**src/rtl/bht_rmw_ctrl_pkg.sv**
```systemverilog
// Shared types and the saturating-counter helper for the branch-history-table controller.
package bht_pkg;

    typedef enum logic {
        ST_INIT = 1'b0,
        ST_RUN  = 1'b1
    } bht_state_e;

    typedef enum logic {
        ARB_PRED = 1'b0,
        ARB_UPD  = 1'b1
    } bht_arb_e;

    // Widest counter the helper supports; callers cast the result to their width.
    localparam int unsigned CTR_MAX_NBITS = 8;

    function automatic logic [CTR_MAX_NBITS-1:0] sat_update(
        input logic [CTR_MAX_NBITS-1:0] ctr,
        input logic                     taken,
        input int unsigned              nbits
    );
        logic [CTR_MAX_NBITS-1:0] max_v;
        max_v = CTR_MAX_NBITS'((64'd1 << nbits) - 64'd1);
        if (taken) begin
            return (ctr >= max_v) ? max_v : ctr + 1'b1;
        end
        return (ctr == '0) ? '0 : ctr - 1'b1;
    endfunction

endpackage

```
**src/rtl/bht_rmw_ctrl_regfile.sv**
```systemverilog
// 1-read/1-write register file with synchronous reset; combinational read, write at clock edge.
module vc_ResetRegfile_1r1w #(
    parameter int                      p_data_nbits  = 1,
    parameter int                      p_num_entries = 2,
    parameter logic [p_data_nbits-1:0] p_reset_value = '0,
    localparam int                     c_addr_nbits  = $clog2(p_num_entries)
) (
    input  logic                    clk,
    input  logic                    reset,
    input  logic [c_addr_nbits-1:0] read_addr,
    output logic [p_data_nbits-1:0] read_data,
    input  logic                    write_en,
    input  logic [c_addr_nbits-1:0] write_addr,
    input  logic [p_data_nbits-1:0] write_data
);

    logic [p_data_nbits-1:0] rfile_q [p_num_entries];

    always_ff @(posedge clk) begin
        if (reset) begin
            for (int i = 0; i < p_num_entries; i++) begin
                rfile_q[i] <= p_reset_value;
            end
        end else if (write_en) begin
            rfile_q[write_addr] <= write_data;
        end
    end

    assign read_data = rfile_q[read_addr];

endmodule

```
**src/rtl/bht_rmw_ctrl.sv**
```systemverilog
// Branch-history-table controller: post-reset sweep, then predict lookups and buffered counter updates
// share one read port. Define BHT_CTRL_RR_ARB_EN for round-robin arbitration on contended cycles.
module bht_rmw_ctrl
    import bht_pkg::*;
#(
    parameter int  p_num_entries = 64,
    parameter int  p_ctr_nbits   = 2,
    localparam int c_addr_nbits  = $clog2(p_num_entries)
) (
    input  logic                    clk,
    input  logic                    reset,
    input  logic                    pred_val,
    output logic                    pred_rdy,
    input  logic [c_addr_nbits-1:0] pred_idx,
    output logic                    pred_taken,
    input  logic                    upd_val,
    output logic                    upd_rdy,
    input  logic [c_addr_nbits-1:0] upd_idx,
    input  logic                    upd_taken,
    output logic                    init_done
);

    localparam logic [p_ctr_nbits-1:0] c_init_val = p_ctr_nbits'((1 << (p_ctr_nbits - 1)) - 1);
    localparam logic [c_addr_nbits-1:0] c_last_idx = c_addr_nbits'(p_num_entries - 1);

    bht_state_e              state_q, state_d;
    logic [c_addr_nbits-1:0] sweep_q, sweep_d;
    logic                    pend_val_q, pend_val_d;
    logic [c_addr_nbits-1:0] pend_idx_q, pend_idx_d;
    logic                    pend_taken_q, pend_taken_d;
`ifdef BHT_CTRL_RR_ARB_EN
    bht_arb_e                arb_ptr_q, arb_ptr_d;
`endif

    logic                    run;
    logic                    contended;
    logic                    pred_win;
    logic                    upd_grant;
    logic [c_addr_nbits-1:0] rf_raddr;
    logic [p_ctr_nbits-1:0]  rf_rdata;
    logic                    rf_wen;
    logic [c_addr_nbits-1:0] rf_waddr;
    logic [p_ctr_nbits-1:0]  rf_wdata;

    vc_ResetRegfile_1r1w #(
        .p_data_nbits  (p_ctr_nbits),
        .p_num_entries (p_num_entries)
    ) u_table (
        .clk        (clk),
        .reset      (reset),
        .read_addr  (rf_raddr),
        .read_data  (rf_rdata),
        .write_en   (rf_wen),
        .write_addr (rf_waddr),
        .write_data (rf_wdata)
    );

    always_comb begin
        state_d      = state_q;
        sweep_d      = sweep_q;
        pend_val_d   = pend_val_q;
        pend_idx_d   = pend_idx_q;
        pend_taken_d = pend_taken_q;
`ifdef BHT_CTRL_RR_ARB_EN
        arb_ptr_d    = arb_ptr_q;
`endif
        rf_raddr     = pred_idx;
        rf_wen       = 1'b0;
        rf_waddr     = pend_idx_q;
        rf_wdata     = c_init_val;

        // Requests seen while reset is high are never accepted, whatever state_q holds.
        run       = (state_q == ST_RUN) && !reset;
        contended = run && pred_val && pend_val_q;

        if (!run) begin
            pred_win = 1'b0;
        end else if (contended) begin
`ifdef BHT_CTRL_RR_ARB_EN
            pred_win = (arb_ptr_q == ARB_PRED);
`else
            pred_win = 1'b1;
`endif
        end else begin
            pred_win = pred_val;
        end

        upd_grant  = run && pend_val_q && !pred_win;
        pred_rdy   = pred_win;
        upd_rdy    = run && (!pend_val_q || upd_grant);
        init_done  = (state_q == ST_RUN) && !reset;

        if (state_q == ST_INIT) begin
            rf_wen   = 1'b1;
            rf_waddr = sweep_q;
            rf_wdata = c_init_val;
            sweep_d  = sweep_q + c_addr_nbits'(1);
            if (sweep_q == c_last_idx) begin
                state_d = ST_RUN;
            end
        end else if (upd_grant) begin
            rf_raddr = pend_idx_q;
            rf_wen   = 1'b1;
            rf_waddr = pend_idx_q;
            rf_wdata = p_ctr_nbits'(sat_update(CTR_MAX_NBITS'(rf_rdata), pend_taken_q, p_ctr_nbits));
        end

        // A refill in the retire cycle takes priority over clearing the buffer.
        if (upd_val && upd_rdy) begin
            pend_val_d   = 1'b1;
            pend_idx_d   = upd_idx;
            pend_taken_d = upd_taken;
        end else if (upd_grant) begin
            pend_val_d   = 1'b0;
        end

`ifdef BHT_CTRL_RR_ARB_EN
        if (contended) begin
            arb_ptr_d = pred_win ? ARB_UPD : ARB_PRED;
        end
`endif
    end

    assign pred_taken = rf_rdata[p_ctr_nbits-1];

    always_ff @(posedge clk) begin
        if (reset) begin
            state_q      <= ST_INIT;
            sweep_q      <= '0;
            pend_val_q   <= 1'b0;
            pend_idx_q   <= '0;
            pend_taken_q <= 1'b0;
`ifdef BHT_CTRL_RR_ARB_EN
            arb_ptr_q    <= ARB_PRED;
`endif
        end else begin
            state_q      <= state_d;
            sweep_q      <= sweep_d;
            pend_val_q   <= pend_val_d;
            pend_idx_q   <= pend_idx_d;
            pend_taken_q <= pend_taken_d;
`ifdef BHT_CTRL_RR_ARB_EN
            arb_ptr_q    <= arb_ptr_d;
`endif
        end
    end

endmodule

```
**config.mk**
```make
export PLATFORM = sky130hd
export DESIGN_NAME = bht_rmw_ctrl
export DESIGN_NICKNAME = d
export VERILOG_FILES = /design/src/rtl/bht_rmw_ctrl_pkg.sv /design/src/rtl/bht_rmw_ctrl_regfile.sv /design/src/rtl/bht_rmw_ctrl.sv
export SDC_FILE = /design/constraint.sdc
export NUM_CORES = 1
export LEC_CHECK = 0
export ABC_AREA = 1
export CORE_MARGIN = 1
export CORE_UTILIZATION = 50
export DETAILED_ROUTE_END_ITERATION = 10
export PLACE_DENSITY = 0.67
export SLEW_MARGIN = 20
export SYNTH_ARGS = -nofsm -noshare
export SYNTH_HDL_FRONTEND = slang
export SYNTH_HIERARCHICAL = 1
export SYNTH_SLANG_ARGS = --single-unit
```
**constraint.sdc**
```tcl
create_clock -name clk -period 5.7 [get_ports clk]
set_input_delay 1.425 -clock clk [delete_from_list [all_inputs] [get_ports clk]]
set_output_delay 1.425 -clock clk [all_outputs]
set_load 0.03 [all_outputs]
```
==> metrics.cfg <==
[global_routing]
grt_max_degree=65
grt_pass1_vias=5848
grt_pass1_wl_um=28950
gr-total-overflow=0
antenna_found_initial=0
grt_use_total_pct=26.02

[floorplan]
rows=43
die_area_um2=15140
ios=21
dieWidth_um=123.1
core_um2=14100
chipHeight_um=123.1
start_util_pct=51.98

[run]
maxCapViolations=0

[yosys]
avgSynthCellArea_um2=8.326
synth_edf_count=128
yosysUniqueCellTypes=24
ys_seq_elements=143
syn_inst=880
syn_nets=898
synth_area_um2=7327
ys_seq_area_share_pct=56.56
async_reset_ff_share_pct=0
synth_warnings=6
ys.flop_type=edfxtp_1

[timing]
fin_crit_sh_pct=95.81
hold_viol=0
setup-violations-final=0
fmax_ghz=0.1831
finClkSkew_ps=7.784
slew_viol_final=0
relSlewSlack_pct=29.65
rsz0062_at_grt=false
worstMarginPinSlew_ps=1047
fin_tns_setup_ps=0
period_needed_ps=5461

[setup_path]
worstPathMaxFanout=36
rr_endpoint=u_table/rfile_q[5][1]
arrival_ps=4040
cp_slowest_cell=clkdlybuf4s50_1
crit_path_cell_trace=clkdlybuf4s50_1, nor2_4, nand3_2, nand2_1, o21ai_4, inv_2, buf_12, nand2_1, nand3_1, nand3_1, nand2_1, nand2_1, nand3_1, nand3_1, nand2_1, buf_4
cp-end-kind=output pin
crit_type=primary input to output pin
reg2reg_slack_ps=1900
worstPathRequired_ps=4280
worstReg2RegStart=state_q
cpMostUsedCell=nand2_1
start_kind=primary input
critPathMaxStageDelay_ps=460
reg2regPathDepth=17

[power_and_ir_drop]
power.leakage_nw=3.353
p_clk_share_pct=45.2
switchingPower_uw=605.8
combPwrFrac_pct=7.9
p_sw_share_pct=23.83
p_per_area_nw_per_um2=304.8
power.internal_mw=1.936
p_seq_share_pct=46.9
ir_worst_vdd_mv=0.2330

[detailed_routing]
first_pass_iters=5
drc_errors=0
wl_per_cell_um=16.71
via_per_inst=5.605
vias=6042
drtAntennaViolNets=0
drt_iter0_drc=574
finalWirelength_um=18010

[clock_tree]
hold_buffers=0
clkLatencyLatePin_ps=430
clk_path_buf_depth=2
ctsResizeCount=0
cts_tree=yes
cts_root_buffer=clkbuf_16
numCtsBuffers=17
htreeDepth=4
post_cts.repair.setup_buffers=0
clk_pin_slew_worst_paths_ps=60
cts.sinks=143

[layout]
regArea_um2=4144
fillCellCount=1222
syn2layout_area_growth_pct=13.85
nNetsFinal=903
fin_util_pct=59.18
antennaDiodeCount=0
multi_input_area_um2=2853
drive_gt1_share_pct=8.686

[placement]
dpl.hpwl_um=11810
numPortBuffers=20
gp_congestion=0.9227

[run_status]
run_status=finished clean

[hold_path]
holdPathEnd=pend_idx_q[5]
min_delay_path_depth=2
hp-class=flop to flop
min_from=pend_idx_q[5]

==> power by group through the flow <==
stage / clock network [mW] / logic (mW) / registers, mW
6_report: 1.15 / 0.200 / 1.19
5_1_grt: 1.20 / 0.220 / 1.20
4_1_cts: 1.16 / 0.198 / 1.19
3_5_place_dp: 0 / 0.197 / 1.21
3_3_place_gp: 0 / 0.190 / 1.21
2_1_floorplan: 0 / 0.134 / 1.21
==> layout make-up <==
cell class | count | area share [%]
Sequential cell | 143 | 49.68
Multi-Input combinational cell | 648 | 34.20
Clock buffer | 17 | 5.100
Timing Repair Buffer | 38 | 4.440
Tap cell | 180 | 2.700
Clock inverter | 15 | 2.220
Inverter | 37 | 1.665
==> worst max-delay path, delay by kind of cell <==
| family | cells | cell delay, ps |
|---|---|---|
| compound gates | 1 | 90 |
| buf+inv | 4 | 1080 |
| simple gates | 11 | 1420 |
==> registers in the layout, summed over array words and instances (netlist names) <==
register         flops
sweep_q              6
u_table/rfile_q    128
pend_idx_q           6
pend_taken_q         1
state_q              1
pend_val_q           1
==> logic make-up after synthesis <==
logic type      count (synthesis)  synth area share (%)
simple gates                  627                 36.68
flops                         143                 56.56
buf+inv                        89                 4.867
compound gates                 20                 1.725
fa+ha+maj                       1                0.1707
==> Yosys cell counts (4+ instances only) <==
| cell type | instances | area, µm² |
|---|---|---|
| nand2_1 | 318 | 1194 |
| nor2_1 | 160 | 600.6 |
| edfxtp_1 | 128 | 3844 |
| nand3_1 | 120 | 600.6 |
| clkbuf_1 | 38 | 142.6 |
| inv_1 | 30 | 112.6 |
| dfxtp_1 | 15 | 300.3 |
| nor3_1 | 10 | 50.05 |
| o21ai_0 | 9 | 45.04 |
| inv_2 | 7 | 26.28 |
| a21oi_1 | 6 | 30.03 |
| buf_2 | 6 | 30.03 |
| nand4_1 | 6 | 37.54 |
| nor4_4 | 6 | 127.6 |
| buf_1 | 5 | 18.77 |
| o21ai_2 | 4 | 35.03 |
==> layout by cell type (no fill, tap or decap) <==
cell             instances
a21oi_1                  6
a21oi_4                  1
buf_12                   3
buf_4                   16
bufinv_16                3
clkbuf_16               17
clkdlybuf4s50_1         19
clkinv_1                 1
clkinv_2                 1
clkinv_4                 2
clkinvlp_4               3
dfxtp_1                 15
edfxtp_1               128
ha_1                     1
inv_1                   29
inv_2                    8
inv_6                    4
inv_8                    1
nand2_1                318
nand3_1                120
nand3_2                  1
nand4_1                  6
nor2_1                 160
nor2_4                   2
nor3_1                   8
nor3_2                   4
nor4_2                   1
nor4_4                   7
o21ai_0                  9
o21ai_2                  3
o21ai_4                  1
==> through the flow <==
step                      power, mW  cell area [µm²]  hold WS, ps  setup slack, ps  instances
after floorplan               1.343             7327        455.0            979.8        880
after global placement        1.404             7712        466.5            325.7       1046
after detailed placement      1.411             7712        479.4            267.0       1046
after CTS                     2.551             8323        487.4            251.5       1078
after global routing          2.619             8342        522.0            102.0       1078
final                         2.542             8342        490.0            239.0       1078
==> routing by layer <==
metal	GRT usage [%]	share of wire, %
met3	4.982	6.7
met1	33.18	42
met4	12.05	3.3
met5	0	0
met2	42.91	48
==> how the worst max path moves through the flow <==
stage                   from    endpoint  slack, ps  cells after the start
floorplan              reset  pred_taken        980                     14
global placement       reset  pred_taken        330                     16
detailed placement     reset  pred_taken        270                     16
CTS                    reset  pred_taken        250                     16
global route        pred_val  pred_taken        100                     16
finish                 reset  pred_taken        240                     16
Note: power is estimated with default switching activity, not from simulation.
